`config.mk`:
```
export PLATFORM = sky130hd
export DESIGN_NAME = ldpc_parity_readout_flat
export DESIGN_NICKNAME = d
export VERILOG_FILES = /design/src/rtl/ldpc_parity_readout_if.sv /design/src/rtl/ldpc_parity_readout.sv /design/src/flat_wrapper.sv
export SDC_FILE = /design/constraint.sdc
export NUM_CORES = 1
export LEC_CHECK = 0
export CORE_AREA = 2 2 150 152
export CTS_BUF_LIST = sky130_fd_sc_hd__clkbuf_8
export CTS_CLUSTER_SIZE = 8
export DETAILED_ROUTE_END_ITERATION = 10
export DIE_AREA = 0 0 152 154
export HOLD_SLACK_MARGIN = 0.12
export PLACE_DENSITY_LB_ADDON = 0.2
export SYNTH_ARGS = -nofsm -noshare
export SYNTH_HDL_FRONTEND = slang
export SYNTH_SLANG_ARGS = --single-unit
```
`constraint.sdc`:
```
create_clock -name clk -period 3 [get_ports clk]
set_clock_uncertainty 0.1 [all_clocks]
set_input_delay 0.45 -clock clk [delete_from_list [all_inputs] [get_ports clk]]
set_output_delay 0.45 -clock clk [all_outputs]
set_load 0.02 [all_outputs]
```
`src/rtl/ldpc_parity_readout_if.sv`:
```
// Bundles the parity-RAM read port and the serial parity output stream of
// ldpc_parity_readout. The master side is the readout engine; the slave side is
// the RAM plus the downstream consumer.
interface ldpc_parity_readout_if #(
  parameter int ADDR_WIDTH = 7,
  parameter int DATA_WIDTH = 360
);
  logic                  re;
  logic [ADDR_WIDTH-1:0] rd_addr;
  logic [DATA_WIDTH-1:0] rd_data;
  logic                  m_valid;
  logic                  m_data;
  logic                  m_last;
  logic                  m_ready;

  modport master (
    output re, rd_addr, m_valid, m_data, m_last,
    input  rd_data, m_ready
  );

  modport slave (
    input  re, rd_addr, m_valid, m_data, m_last,
    output rd_data, m_ready
  );
endinterface

```
`src/rtl/ldpc_parity_readout.sv`:
```
// Parity readout engine for an LDPC encoder. Walks the parity RAM column by
// column (rows inner loop), picks bit c of each row and streams the running
// XOR of those bits as a 1-bit valid/ready stream. A two-entry skid buffer
// absorbs the one-cycle RAM latency so the stream sustains one beat per cycle
// and never drops or repeats a bit under back-pressure.
module ldpc_parity_readout #(
  parameter int ADDR_WIDTH = 7,
  parameter int DATA_WIDTH = 360,
  parameter int DEPTH      = 72
) (
  input  logic                  clk,
  input  logic                  rst_n,
  input  logic                  start,
  input  logic [ADDR_WIDTH-1:0] q_rows,
  output logic                  busy,
  output logic                  done,
  ldpc_parity_readout_if.master bus
);

  localparam int                    COL_WIDTH   = (DATA_WIDTH > 1) ? $clog2(DATA_WIDTH) : 1;
  localparam logic [COL_WIDTH-1:0]  COL_LAST    = COL_WIDTH'(DATA_WIDTH - 1);
  localparam logic [ADDR_WIDTH:0]   DEPTH_LIMIT = (ADDR_WIDTH + 1)'(DEPTH);

  typedef enum logic [1:0] {
    S_IDLE  = 2'd0,
    S_RUN   = 2'd1,
    S_DRAIN = 2'd2
  } state_e;

  // Control state
  state_e                state_q, state_d;
  logic [ADDR_WIDTH-1:0] q_q, q_d;
  logic [ADDR_WIDTH-1:0] row_q, row_d;
  logic [COL_WIDTH-1:0]  col_q, col_d;
  logic                  done_q, done_d;

  // Read in flight: the bit column it targets and whether it is the frame's last bit
  logic                  pend_q;
  logic [COL_WIDTH-1:0]  pend_col_q;
  logic                  pend_last_q;

  // Skid buffer holding raw bits; the accumulator is applied at the output
  logic [1:0]            buf_raw_q;
  logic [1:0]            buf_last_q;
  logic                  wr_ptr_q;
  logic                  rd_ptr_q;
  logic [1:0]            count_q;
  logic                  acc_q;

  logic                  pop;
  logic                  push;
  logic                  issue;
  logic                  row_wrap;
  logic                  last_rd;
  logic                  q_ok;
  logic [1:0]            occ_after;

  // Output stream is driven straight from registers so it cannot change during a stall
  assign bus.m_valid = (count_q != 2'd0);
  assign bus.m_data  = bus.m_valid & (acc_q ^ buf_raw_q[rd_ptr_q]);
  assign bus.m_last  = bus.m_valid & buf_last_q[rd_ptr_q];

  assign pop       = bus.m_valid & bus.m_ready;
  assign push      = pend_q;
  // Occupancy the buffer will have once this cycle's pop and returning read settle
  assign occ_after = count_q + {1'b0, pend_q} - {1'b0, pop};
  assign issue     = (state_q == S_RUN) && (occ_after < 2'd2);
  assign row_wrap  = (row_q == q_q - ADDR_WIDTH'(1));
  assign last_rd   = row_wrap && (col_q == COL_LAST);
  assign q_ok      = (q_rows != '0) && ({1'b0, q_rows} <= DEPTH_LIMIT);

  assign bus.re      = issue;
  assign bus.rd_addr = row_q;
  assign busy        = (state_q != S_IDLE);
  assign done        = done_q;

  // Next-state logic: frame acceptance, row/column sweep and drain completion
  always_comb begin
    // NOTE: every output of this block gets a default first so no path leaves a latch.
    state_d = state_q;
    q_d     = q_q;
    row_d   = row_q;
    col_d   = col_q;
    done_d  = 1'b0;
    unique case (state_q)
      S_IDLE: begin
        if (start) begin
          if (q_ok) begin
            q_d     = q_rows;
            row_d   = '0;
            col_d   = '0;
            state_d = S_RUN;
          end else begin
            done_d = 1'b1;
          end
        end
      end
      S_RUN: begin
        if (issue) begin
          if (row_wrap) begin
            row_d = '0;
            if (col_q == COL_LAST) begin
              state_d = S_DRAIN;
            end else begin
              col_d = col_q + COL_WIDTH'(1);
            end
          end else begin
            row_d = row_q + ADDR_WIDTH'(1);
          end
        end
      end
      S_DRAIN: begin
        if (pop && bus.m_last) begin
          state_d = S_IDLE;
          done_d  = 1'b1;
        end
      end
      default: state_d = S_IDLE;
    endcase
  end

  // Control registers
  always_ff @(posedge clk or negedge rst_n) begin
    // NOTE: sequential state uses non-blocking assignment so every register samples pre-edge values.
    if (!rst_n) begin
      state_q <= S_IDLE;
      q_q     <= '0;
      row_q   <= '0;
      col_q   <= '0;
      done_q  <= 1'b0;
    end else begin
      state_q <= state_d;
      q_q     <= q_d;
      row_q   <= row_d;
      col_q   <= col_d;
      done_q  <= done_d;
    end
  end

  // Track the read issued this cycle so its data can be captured next cycle
  always_ff @(posedge clk or negedge rst_n) begin
    if (!rst_n) begin
      pend_q      <= 1'b0;
      pend_col_q  <= '0;
      pend_last_q <= 1'b0;
    end else begin
      pend_q      <= issue;
      pend_col_q  <= col_q;
      pend_last_q <= issue && last_rd;
    end
  end

  // Two-entry skid buffer: capture returning bits, release on handshake
  always_ff @(posedge clk or negedge rst_n) begin
    // NOTE: the two storage entries are only a few flops, so they are reset along with the pointers; a real RAM array would not be.
    if (!rst_n) begin
      buf_raw_q  <= '0;
      buf_last_q <= '0;
      wr_ptr_q   <= 1'b0;
      rd_ptr_q   <= 1'b0;
      count_q    <= 2'd0;
    end else begin
      if (push) begin
        buf_raw_q[wr_ptr_q]  <= bus.rd_data[pend_col_q];
        buf_last_q[wr_ptr_q] <= pend_last_q;
        wr_ptr_q             <= ~wr_ptr_q;
      end
      if (pop) begin
        rd_ptr_q <= ~rd_ptr_q;
      end
      count_q <= count_q + {1'b0, push} - {1'b0, pop};
    end
  end

  // Parity accumulator: latches each accepted output bit, cleared between frames
  always_ff @(posedge clk or negedge rst_n) begin
    if (!rst_n) begin
      acc_q <= 1'b0;
    end else if (state_q == S_IDLE) begin
      acc_q <= 1'b0;
    end else if (pop) begin
      acc_q <= bus.m_data;
    end
  end

endmodule

```
`src/flat_wrapper.sv`:
```
// flat-port wrapper written by rule: the top's interface ports become plain ports
module ldpc_parity_readout_flat 
#(
  parameter int ADDR_WIDTH = 7,
  parameter int DATA_WIDTH = 360,
  parameter int DEPTH      = 72
)
  (clk, rst_n, start, q_rows, busy, done, bus_re, bus_rd_addr, bus_m_valid, bus_m_data, bus_m_last, bus_rd_data, bus_m_ready);
  ldpc_parity_readout_if #(.ADDR_WIDTH(ADDR_WIDTH), .DATA_WIDTH(DATA_WIDTH)) bus_i ();
  input  logic clk;
  input  logic rst_n;
  input  logic start;
  input  logic [ADDR_WIDTH-1:0] q_rows;
  output logic busy;
  output logic done;
  output wire logic [$bits(bus_i.re)-1:0] bus_re;
  output wire logic [$bits(bus_i.rd_addr)-1:0] bus_rd_addr;
  output wire logic [$bits(bus_i.m_valid)-1:0] bus_m_valid;
  output wire logic [$bits(bus_i.m_data)-1:0] bus_m_data;
  output wire logic [$bits(bus_i.m_last)-1:0] bus_m_last;
  input wire logic [$bits(bus_i.rd_data)-1:0] bus_rd_data;
  input wire logic [$bits(bus_i.m_ready)-1:0] bus_m_ready;
  assign bus_re = bus_i.re;
  assign bus_rd_addr = bus_i.rd_addr;
  assign bus_m_valid = bus_i.m_valid;
  assign bus_m_data = bus_i.m_data;
  assign bus_m_last = bus_i.m_last;
  assign bus_i.rd_data = bus_rd_data;
  assign bus_i.m_ready = bus_m_ready;
  ldpc_parity_readout #(.ADDR_WIDTH(ADDR_WIDTH), .DATA_WIDTH(DATA_WIDTH), .DEPTH(DEPTH)) u_core (.clk(clk), .rst_n(rst_n), .start(start), .q_rows(q_rows), .busy(busy), .done(done), .bus(bus_i));
endmodule
```
==> results of run 1 <==
[layout make-up]
class / instances / area (sq um)
clock buffer: 6 / 82.6
clock inverter: 2 / 8.76
multi-input combinational: 411 / 4130
tap: 280 / 350
timing repair buffer: 418 / 4130
sequential: 46 / 1160
inverter: 14 / 52.6
antenna: 3 / 7.51
fill: 2081 / 11800
[metal layers]
layer	part of all wire, %	up-vias	global-route usage, %
met2	48	267	38.0
met5	0.042	-	0
met4	1.5	2	4.05
met3	7.3	26	5.64
met1	43	2898	27.9
li1	-	2842	-
[through the flow]
step	setup slack, ns	setup TNS, ns	cells
after floorplan	0.0504	0	511
after global placement	-0.0924	-0.554	1169
after detailed placement	-0.137	-1.02	1169
after CTS	0.0991	0	1177
after global routing	0.00376	0	1178
final	0.155	0	1180
[Yosys cell counts, types with 6 or more instances]
cell and count:
sky130_fd_sc_hd__a21oi_1 14, sky130_fd_sc_hd__a22oi_1 14, sky130_fd_sc_hd__a31oi_1 8, sky130_fd_sc_hd__and3_1 6, sky130_fd_sc_hd__buf_2 9, sky130_fd_sc_hd__buf_4 7
sky130_fd_sc_hd__buf_6 6, sky130_fd_sc_hd__clkbuf_1 14, sky130_fd_sc_hd__dfrtp_1 46, sky130_fd_sc_hd__inv_1 13, sky130_fd_sc_hd__mux2_2 20, sky130_fd_sc_hd__mux2i_1 66
sky130_fd_sc_hd__mux4_2 64, sky130_fd_sc_hd__nand2_1 31, sky130_fd_sc_hd__nand2b_1 13, sky130_fd_sc_hd__nand3_1 8, sky130_fd_sc_hd__nand4_1 8, sky130_fd_sc_hd__nor2_1 19
sky130_fd_sc_hd__nor2b_1 15, sky130_fd_sc_hd__o2111ai_1 6, sky130_fd_sc_hd__o21ai_0 14, sky130_fd_sc_hd__xnor2_1 7
[sequential cells by signal (all words and copies together) (netlist names)]
signal / count
u_core.buf_raw_q: 2
u_core.buf_last_q: 2
u_core.rd_ptr_q: 1
u_core.q_q: 7
u_core.acc_q: 1
u_core.state_q: 2
u_core.wr_ptr_q: 1
u_core.col_q: 9
u_core.pend_col_q: 9
u_core.count_q: 2
u_core.bus.rd_addr: 7
u_core.done: 1
u_core.pend_q: 1
u_core.pend_last_q: 1
[timing repair]
| item | 4_1_cts | 5_1_grt |
|---|---|---|
| resized for setup | 1 | 5 |
| endpoints found under the setup margin | 1 | 8 |
| setup buffers | 0 | 0 |
| gates cloned | 0 | 0 |
[power breakdown]
part	internal, mW	switching [mW]	leakage (nW)
Clock	0.183	0.204	0.0524
Combinational	2.19	1.77	3.10
Sequential	0.805	0.280	0.567
[cells in the final DEF (no fill, tap or decap), types with 5 or more instances in the layout]
cell type	netlist	final
sky130_fd_sc_hd__nand2_1	31	31
sky130_fd_sc_hd__clkdlybuf4s50_1	0	381
sky130_fd_sc_hd__nor2b_1	15	15
sky130_fd_sc_hd__a22oi_1	14	14
sky130_fd_sc_hd__xnor2_1	7	7
sky130_fd_sc_hd__xor2_1	5	5
sky130_fd_sc_hd__mux4_2	64	64
sky130_fd_sc_hd__mux2_2	20	20
sky130_fd_sc_hd__buf_4	7	32
sky130_fd_sc_hd__nand3_1	8	8
sky130_fd_sc_hd__mux2i_1	66	66
sky130_fd_sc_hd__nand2b_1	13	13
sky130_fd_sc_hd__o21ai_0	14	14
sky130_fd_sc_hd__inv_1	13	14
sky130_fd_sc_hd__ha_1	5	5
sky130_fd_sc_hd__clkbuf_8	0	6
sky130_fd_sc_hd__a21oi_1	14	13
sky130_fd_sc_hd__dfrtp_1	46	43
sky130_fd_sc_hd__o2111ai_1	6	6
sky130_fd_sc_hd__a221oi_1	5	5
sky130_fd_sc_hd__or3_1	5	5
sky130_fd_sc_hd__a221o_1	5	5
sky130_fd_sc_hd__o221ai_1	5	5
sky130_fd_sc_hd__nand4_1	8	8
sky130_fd_sc_hd__a31oi_1	8	8
sky130_fd_sc_hd__nor2_1	19	17
sky130_fd_sc_hd__o31ai_1	5	5
sky130_fd_sc_hd__and3_1	6	6
[cells by family (layout without fill, tap and decap cells)]
| group | count (synthesis) | count (layout) | share of synthesized area (%) |
|---|---|---|---|
| other | 0 | 3 | 0 |
| adder cells (fa/ha/maj) | 5 | 5 | 1.12 |
| flip-flops | 46 | 46 | 20.7 |
| AO/OA/AOI/OAI | 114 | 114 | 15.6 |
| multiplexers | 150 | 150 | 41.8 |
| AND/OR/NAND/NOR | 128 | 128 | 12.4 |
| buffers and inverters | 54 | 440 | 5.53 |
| XOR/XNOR | 14 | 14 | 2.77 |
[path summary, 6_finish.rpt]
path | slack [ns] | endpoint | depth (start not counted)
worst max-delay path | 0.15 | u_core.col_q[8] | 8
worst min-delay path | 0.09 | u_core.acc_q | 1
worst max register to register | 0.15 | u_core.col_q[8] | 8
worst min register to register | 0.35 | u_core.pend_col_q[1] | 0
max in group asynchronous | 2.01 | u_core.bus.rd_addr[2] | 2
min in group clk | 0.35 | u_core.pend_col_q[1] | 0
==> run summary, run 1 <==
For the post-layout instance area, the log shows 9920 sq um. Cells fill 45.7% of the core in the end. The worst setup path is launched from a flip-flop. The largest fanout on the critical path was 10; the relative slew slack was 54.1%.

Endpoint class of the critical path: a flip-flop. The final-report max-slew violation count was 0. The number of cells produced by synthesis is 511, and the slew at the pin closest to its max-slew limit is 0.688 ns. The run gives 3.72 nW as the leakage power. TritonCTS built the clock tree. The launch instance of the worst register-to-register path was u_core.q_q[0]. The largest single stage delay on the critical path is 0.54 ns. Clock-pin slew was measured on the worst setup and hold paths at 0.09 ns. During synthesis, Yosys emitted a total of 0 warnings. The routability congestion estimate from global placement was 0.815.

The signal on the critical path passes through inv_1 -> ha_1 -> xor3_2 -> o32ai_2 -> a221oi_2 -> a211o_1 -> or4_1 -> a21oi_1. The run finished with clean final reports. Sequential-to-total area share from yosys stat: 20.7%.

The tools report the cell area after synthesis as 5560 sq um. The startpoint-to-endpoint class of the critical path was flip-flop to flip-flop. The classification of the worst-slack hold path is primary input to async pin. The floorplan step defined a die boundary enclosing 23400 sq um.

The number of iterations in the first detailed-routing pass came out at 4. After global routing the overflow that remains totals 0. Cells with a size suffix above 1 make up 16.1% of the layout.

The post-detailed-route via-to-cell ratio was 5.11. The design draws 5.43 mW. The via total after detailed routing is 6035.

The net count of the mapped netlist was 887; the shortest clock period the worst path allows after layout was 2.85 ns. 384 I/O pins were placed. Pin count of the biggest net entering global routing: 34. The final-report hold violation count was 0; the number of nets in the layout was 1272. The run gives 54 as the number of standard-cell rows in the floorplan. The run gives 2 as the number of buffers on the longest clock path. The synthesized design spends more area on one cell type than any other, namely sky130_fd_sc_hd__mux4_2. For this run, the total global-route usage over all layers was measured as 22.0%. Setup repair after global routing left no endpoint under its margin. The required time of the critical path is 3.12 ns.

The remaining antenna violation count is 0. The core box area came out at 21700 sq um. Area growth from synthesis to final layout: 78.4%. The number of buffers added to fix hold violations after cts is 0, and the count of flip-flops with a built-in enable after synthesis is 0. The tools report the number of distinct library cells after synthesis as 67.

The critical path starts at u_core.q_q[0]. In the final routed layout, each cell accounts on average for 22.1 um. The tools report the count of max-cap constraint violations as 0.

Across the VDD grid, the largest voltage drop is 0.000438 V. The first global-routing pass estimated 39600 um of wire. In this run the number of H-tree levels came out at 2. Final hold analysis gives a worst-case slack of 0.0923 ns. The clock sink count came out at 46.

Measured along the x axis, the die boundary spans 152 um. After synthesis the netlist holds a flip-flop and latch count of 46. For the remaining routing DRC violations, the log shows 0. Among all flip-flop cells after synthesis, the most frequent one is sky130_fd_sc_hd__dfrtp_1.

After detailed routing, the total wire length is 26100 um. The later-pin clock latency in the skew report is 0.29 ns. In this run the power density over the cells is 548 nW/um^2. Number of global-route vias before repair: 6588. Setup violation total in the final timing report: 0.

The number of antenna violations at the first check in global routing came out at 4. In this run the tool buffered the top-level ports with 383 buffer cells. Among cell families on the critical path, the largest total delay comes from compound AO/OA/AOI/OAI gates. The mean post-synth cell area came out at 10.9 sq um.

In the synthesized netlist the async set-or-reset flop fraction comes to 100%. Static timing analysis puts the maximum clock frequency at 351 MHz. The top cell type's share of synthesized area came out at 25.9%. In this run the cell area measured after placement is 9800 sq um. At the worst endpoint, the arrival time is 2.97 ns. From bottom edge to top edge, the die measures 154 um. Yosys attributes the largest share of cell area to sky130_fd_sc_hd__mux4_2 (26%), sky130_fd_sc_hd__dfrtp_1 (21%), sky130_fd_sc_hd__mux2i_1 (12%). The post-DP HPWL was 22300 um. The clock root buffer master is sky130_fd_sc_hd__clkbuf_8. The count of buffering cells on the critical path with inverters included was 1.

The library cell contributing the largest single delay on the critical path is sky130_fd_sc_hd__or4_1. The initial DRC count came out at 346. For this configuration, the core starts out at a cell density of 25.6%. The final period utilization was 94.8%. The run gives 5 as the clock buffer count from CTS.
Power figures use the tool's default switching activity.
==> run 2: changes to the inputs <==
Settings changed: CTS_BUF_LIST sky130_fd_sc_hd__clkbuf_8 to default.
==> run 2 against run 1 <==
Compared with the run above:
- cell count stayed put
- routed wire length is 0.25% higher
- cell area is 0.55% higher
- combinational power hardly changed
- utilization is 0.25 points higher
- maximum frequency stayed put
- critical endpoint unchanged
- largest cell class unchanged
- largest power group unchanged
==> run summary, run 2 (synthesized netlist as in run 1, its figures left out) <==
The run finished with clean final reports. The largest fanout on the critical path was 10 (unchanged). Final wirelength: 26100 um (about the same). Most common library cell in the layout ignoring fill and taps: sky130_fd_sc_hd__clkdlybuf4s50_1 (unchanged). The die extent in x was 152 um (unchanged); the post-detailed-route via-to-cell ratio was 5.11 (about the same).

The maximum clock rate was 351 MHz (unchanged); the clock sink count was 46 (unchanged). The remaining antenna violation count was 0 (unchanged). The total placed instance area was 9800 sq um (unchanged); the setup violation total in the final timing report was 0 (unchanged).

The area growth from synthesis to final layout was 79.4% (was 78.4%); the die span in y was 154 um (unchanged). The pin count of the biggest net entering global routing is 34 (unchanged). The via total after detailed routing was 6031 (was 6035). The logs give 3.33 mW (was 3.18 mW) for the cell internal power dissipation and 0 (unchanged) for the final-report max-slew violation count. For the number of global-route vias before repair, the log shows 6608 (was 6588).

The routed length per placed instance is 22.1 um (about the same). The clock transition at the registers of the reported paths came out at 0.06 ns (was 0.09 ns). The tools report the top-level I/O count as 384 (unchanged). For the register share of total power, the log shows 19.4% (was 20.0%). The run gives 2.95 ns (was 2.97 ns) as the arrival time at the worst endpoint. The slew at the pin closest to its max-slew limit was 0.688 ns (about the same); the met3 wire length was 1920 um (was 1900 um). The layout cell share with drive strength beyond 1 came out at 16.1% (unchanged). The worst setup slack before clock tree synthesis came out at -0.137 ns (unchanged). Final global-route overflow total: 0 (unchanged).

Power share of the combinational group: 70.7% (was 72.9%). The global-route total usage across every layer is 21.9% (was 22.0%), and the share of total power in the clock network is 9.8% (was 7.1%). TritonCTS built the clock tree. The number of iterations in the first detailed-routing pass is 5 (was 4).

The leakage power is 3.74 nW (was 3.72 nW), and the total of buffers placed on input and output ports is 383 (unchanged). The post-DP HPWL is 22300 um (unchanged), and the required time of the critical path is 3.11 ns (was 3.12 ns). The run gives 2069 (was 2081) as the layout filler cell count. The relative slew slack was 54.1% (about the same); the detailed route wirelength on metal2 was 12700 um (was 12600 um). The wire length on met1 is 11100 um (about the same). The count of max-cap constraint violations is 0 (unchanged), and the post-layout instance area is 9980 sq um (was 9920 sq um). Most frequent cells in the layout: sky130_fd_sc_hd__clkdlybuf4s50_1 (381), sky130_fd_sc_hd__mux2i_1 (66), sky130_fd_sc_hd__mux4_2 (64), sky130_fd_sc_hd__dfrtp_1 (43), sky130_fd_sc_hd__buf_4 (32) (unchanged).

The final worst setup slack came out at 0.155 ns (about the same). The number of standard-cell rows in the floorplan was 54 (unchanged); the number of antenna violations at the first check in global routing was 4 (unchanged). Setup repair after global routing left no endpoint under its margin. Switching part of the total power: 40.5% (was 41.4%).

The core box area was 21700 sq um (unchanged). The logs give 5 (unchanged) for the clock buffer count from CTS and 0 (unchanged) for the remaining routing DRC violations. The run gives 23400 sq um (unchanged) as the die outline area. Launching element of the worst setup path: u_core.q_q[0] (unchanged). The nature of the critical path startpoint is a flip-flop (unchanged). The initial DRC count was 302 (was 346); the power spent charging and discharging nets was 2.27 mW (was 2.25 mW). The startpoint-to-endpoint class of the critical path is flip-flop to flip-flop (unchanged). The global-route wire length before repair came out at 39700 um (was 39600 um).

Largest registers: u_core.col_q (9), u_core.pend_col_q (9) (unchanged). The clock root buffer master was sky130_fd_sc_hd__clkbuf_16 (was sky130_fd_sc_hd__clkbuf_8). The number of nets in the layout is 1272 (unchanged). Shortest clock period the worst path allows after layout: 2.85 ns (about the same). The classification of the worst-slack hold path was primary input to async pin (unchanged).

Later-pin clock latency in the skew report: 0.28 ns (was 0.29 ns). Routability congestion estimate from global placement: 0.815 (unchanged). For the number of buffers on the longest clock path, the log shows 2 (unchanged). Top routing layer in use: met5 (unchanged).

The final period utilization works out to 94.8% (about the same). The endpoint class of the critical path was a flip-flop (unchanged). The final-report hold violation count was 0 (unchanged); the accumulated negative setup slack was 0 ns (unchanged). The number of H-tree levels is 2 (unchanged), and the worst vdd rail ir drop is 0.000428 V (was 0.000438 V). The tools report the launch instance of the worst register-to-register path as u_core.q_q[0] (unchanged). The areal power density over the cells is 561 nW/um^2 (was 548 nW/um^2). The initial core utilization came out at 25.6% (unchanged).
[run 2: cell types whose count changed in the layout (fill, tap and decap cells not counted), sizes merged]
cell,previous run,this run
clkbuf,6,7
clkdlybuf4s15,1,0
dlygate4sd2,0,1
inv,14,13
[run 2: metal layers]
metal  global-route usage, %  vias to the layer above
li1                        -                     2844
met1                    27.9                     2897
met2                    38.1                      260
met3                    5.47                       28
met4                    3.92                        2
met5                       0                        -
[run 2: layout make-up]
| cell class | instances | area (sq um) | area share (%) |
|---|---|---|---|
| sequential | 46 | 1160 | 11.6 |
| inverter | 14 | 52.6 | 0.527 |
| tap | 280 | 350 | 3.51 |
| clock buffer | 7 | 143 | 1.43 |
| multi-input combinational | 411 | 4130 | 41.4 |
| clock inverter | 1 | 5.00 | 0.0502 |
| timing repair buffer | 418 | 4130 | 41.4 |
| antenna | 3 | 7.51 | 0.0753 |
[run 2: worst max-delay path, stage by stage (launching register included)]
cell	delay, ns
sky130_fd_sc_hd__dfrtp_1	0.44
sky130_fd_sc_hd__inv_1	0.10
sky130_fd_sc_hd__ha_1	0.25
sky130_fd_sc_hd__xor3_2	0.46
sky130_fd_sc_hd__o32ai_2	0.17
sky130_fd_sc_hd__a221oi_2	0.15
sky130_fd_sc_hd__a211o_1	0.42
sky130_fd_sc_hd__or4_1	0.54
sky130_fd_sc_hd__a21oi_1	0.14
[run 2: worst paths after layout]
kind	end	depth (start not counted)	slack (ns)
min in group clk	u_core.pend_col_q[1]	0	0.35
setup reg to reg	u_core.col_q[8]	8	0.15
max in group asynchronous	u_core.bus.rd_addr[2]	2	1.99
hold reg to reg	u_core.pend_col_q[1]	0	0.35
hold / removal	u_core.acc_q	1	0.11
setup / recovery	u_core.col_q[8]	8	0.15
[run 2: timing repair]
action,4_1_cts,5_1_grt
gates resized for setup,1,4
pin swaps,0,0
endpoints found under the setup margin,1,8
hold buffers,0,0
setup buffers,0,0
[run 2: per-stage QoR]
| stage | hold WS, ns | utilization (%) | power, mW | cells |
|---|---|---|---|---|
| after floorplan | 0.0544 | - | 3.60 | 511 |
| after global placement | 0.339 | 45.2 | 5.05 | 1169 |
| after detailed placement | 0.332 | 45.2 | 5.07 | 1169 |
| after CTS | 0.151 | 45.9 | 5.63 | 1177 |
| after global routing | 0.173 | 46.0 | 6.03 | 1178 |
| final | 0.108 | 46.0 | 5.59 | 1180 |
[run 2: power by group through the flow]
stage	clock network [mW]	logic, mW	registers [mW]
global route	0.597	4.30	1.13
finish	0.550	3.96	1.09
detailed placement	0	3.98	1.09
global placement	0	3.96	1.09
floorplan	0	2.58	1.01
CTS	0.565	3.98	1.08
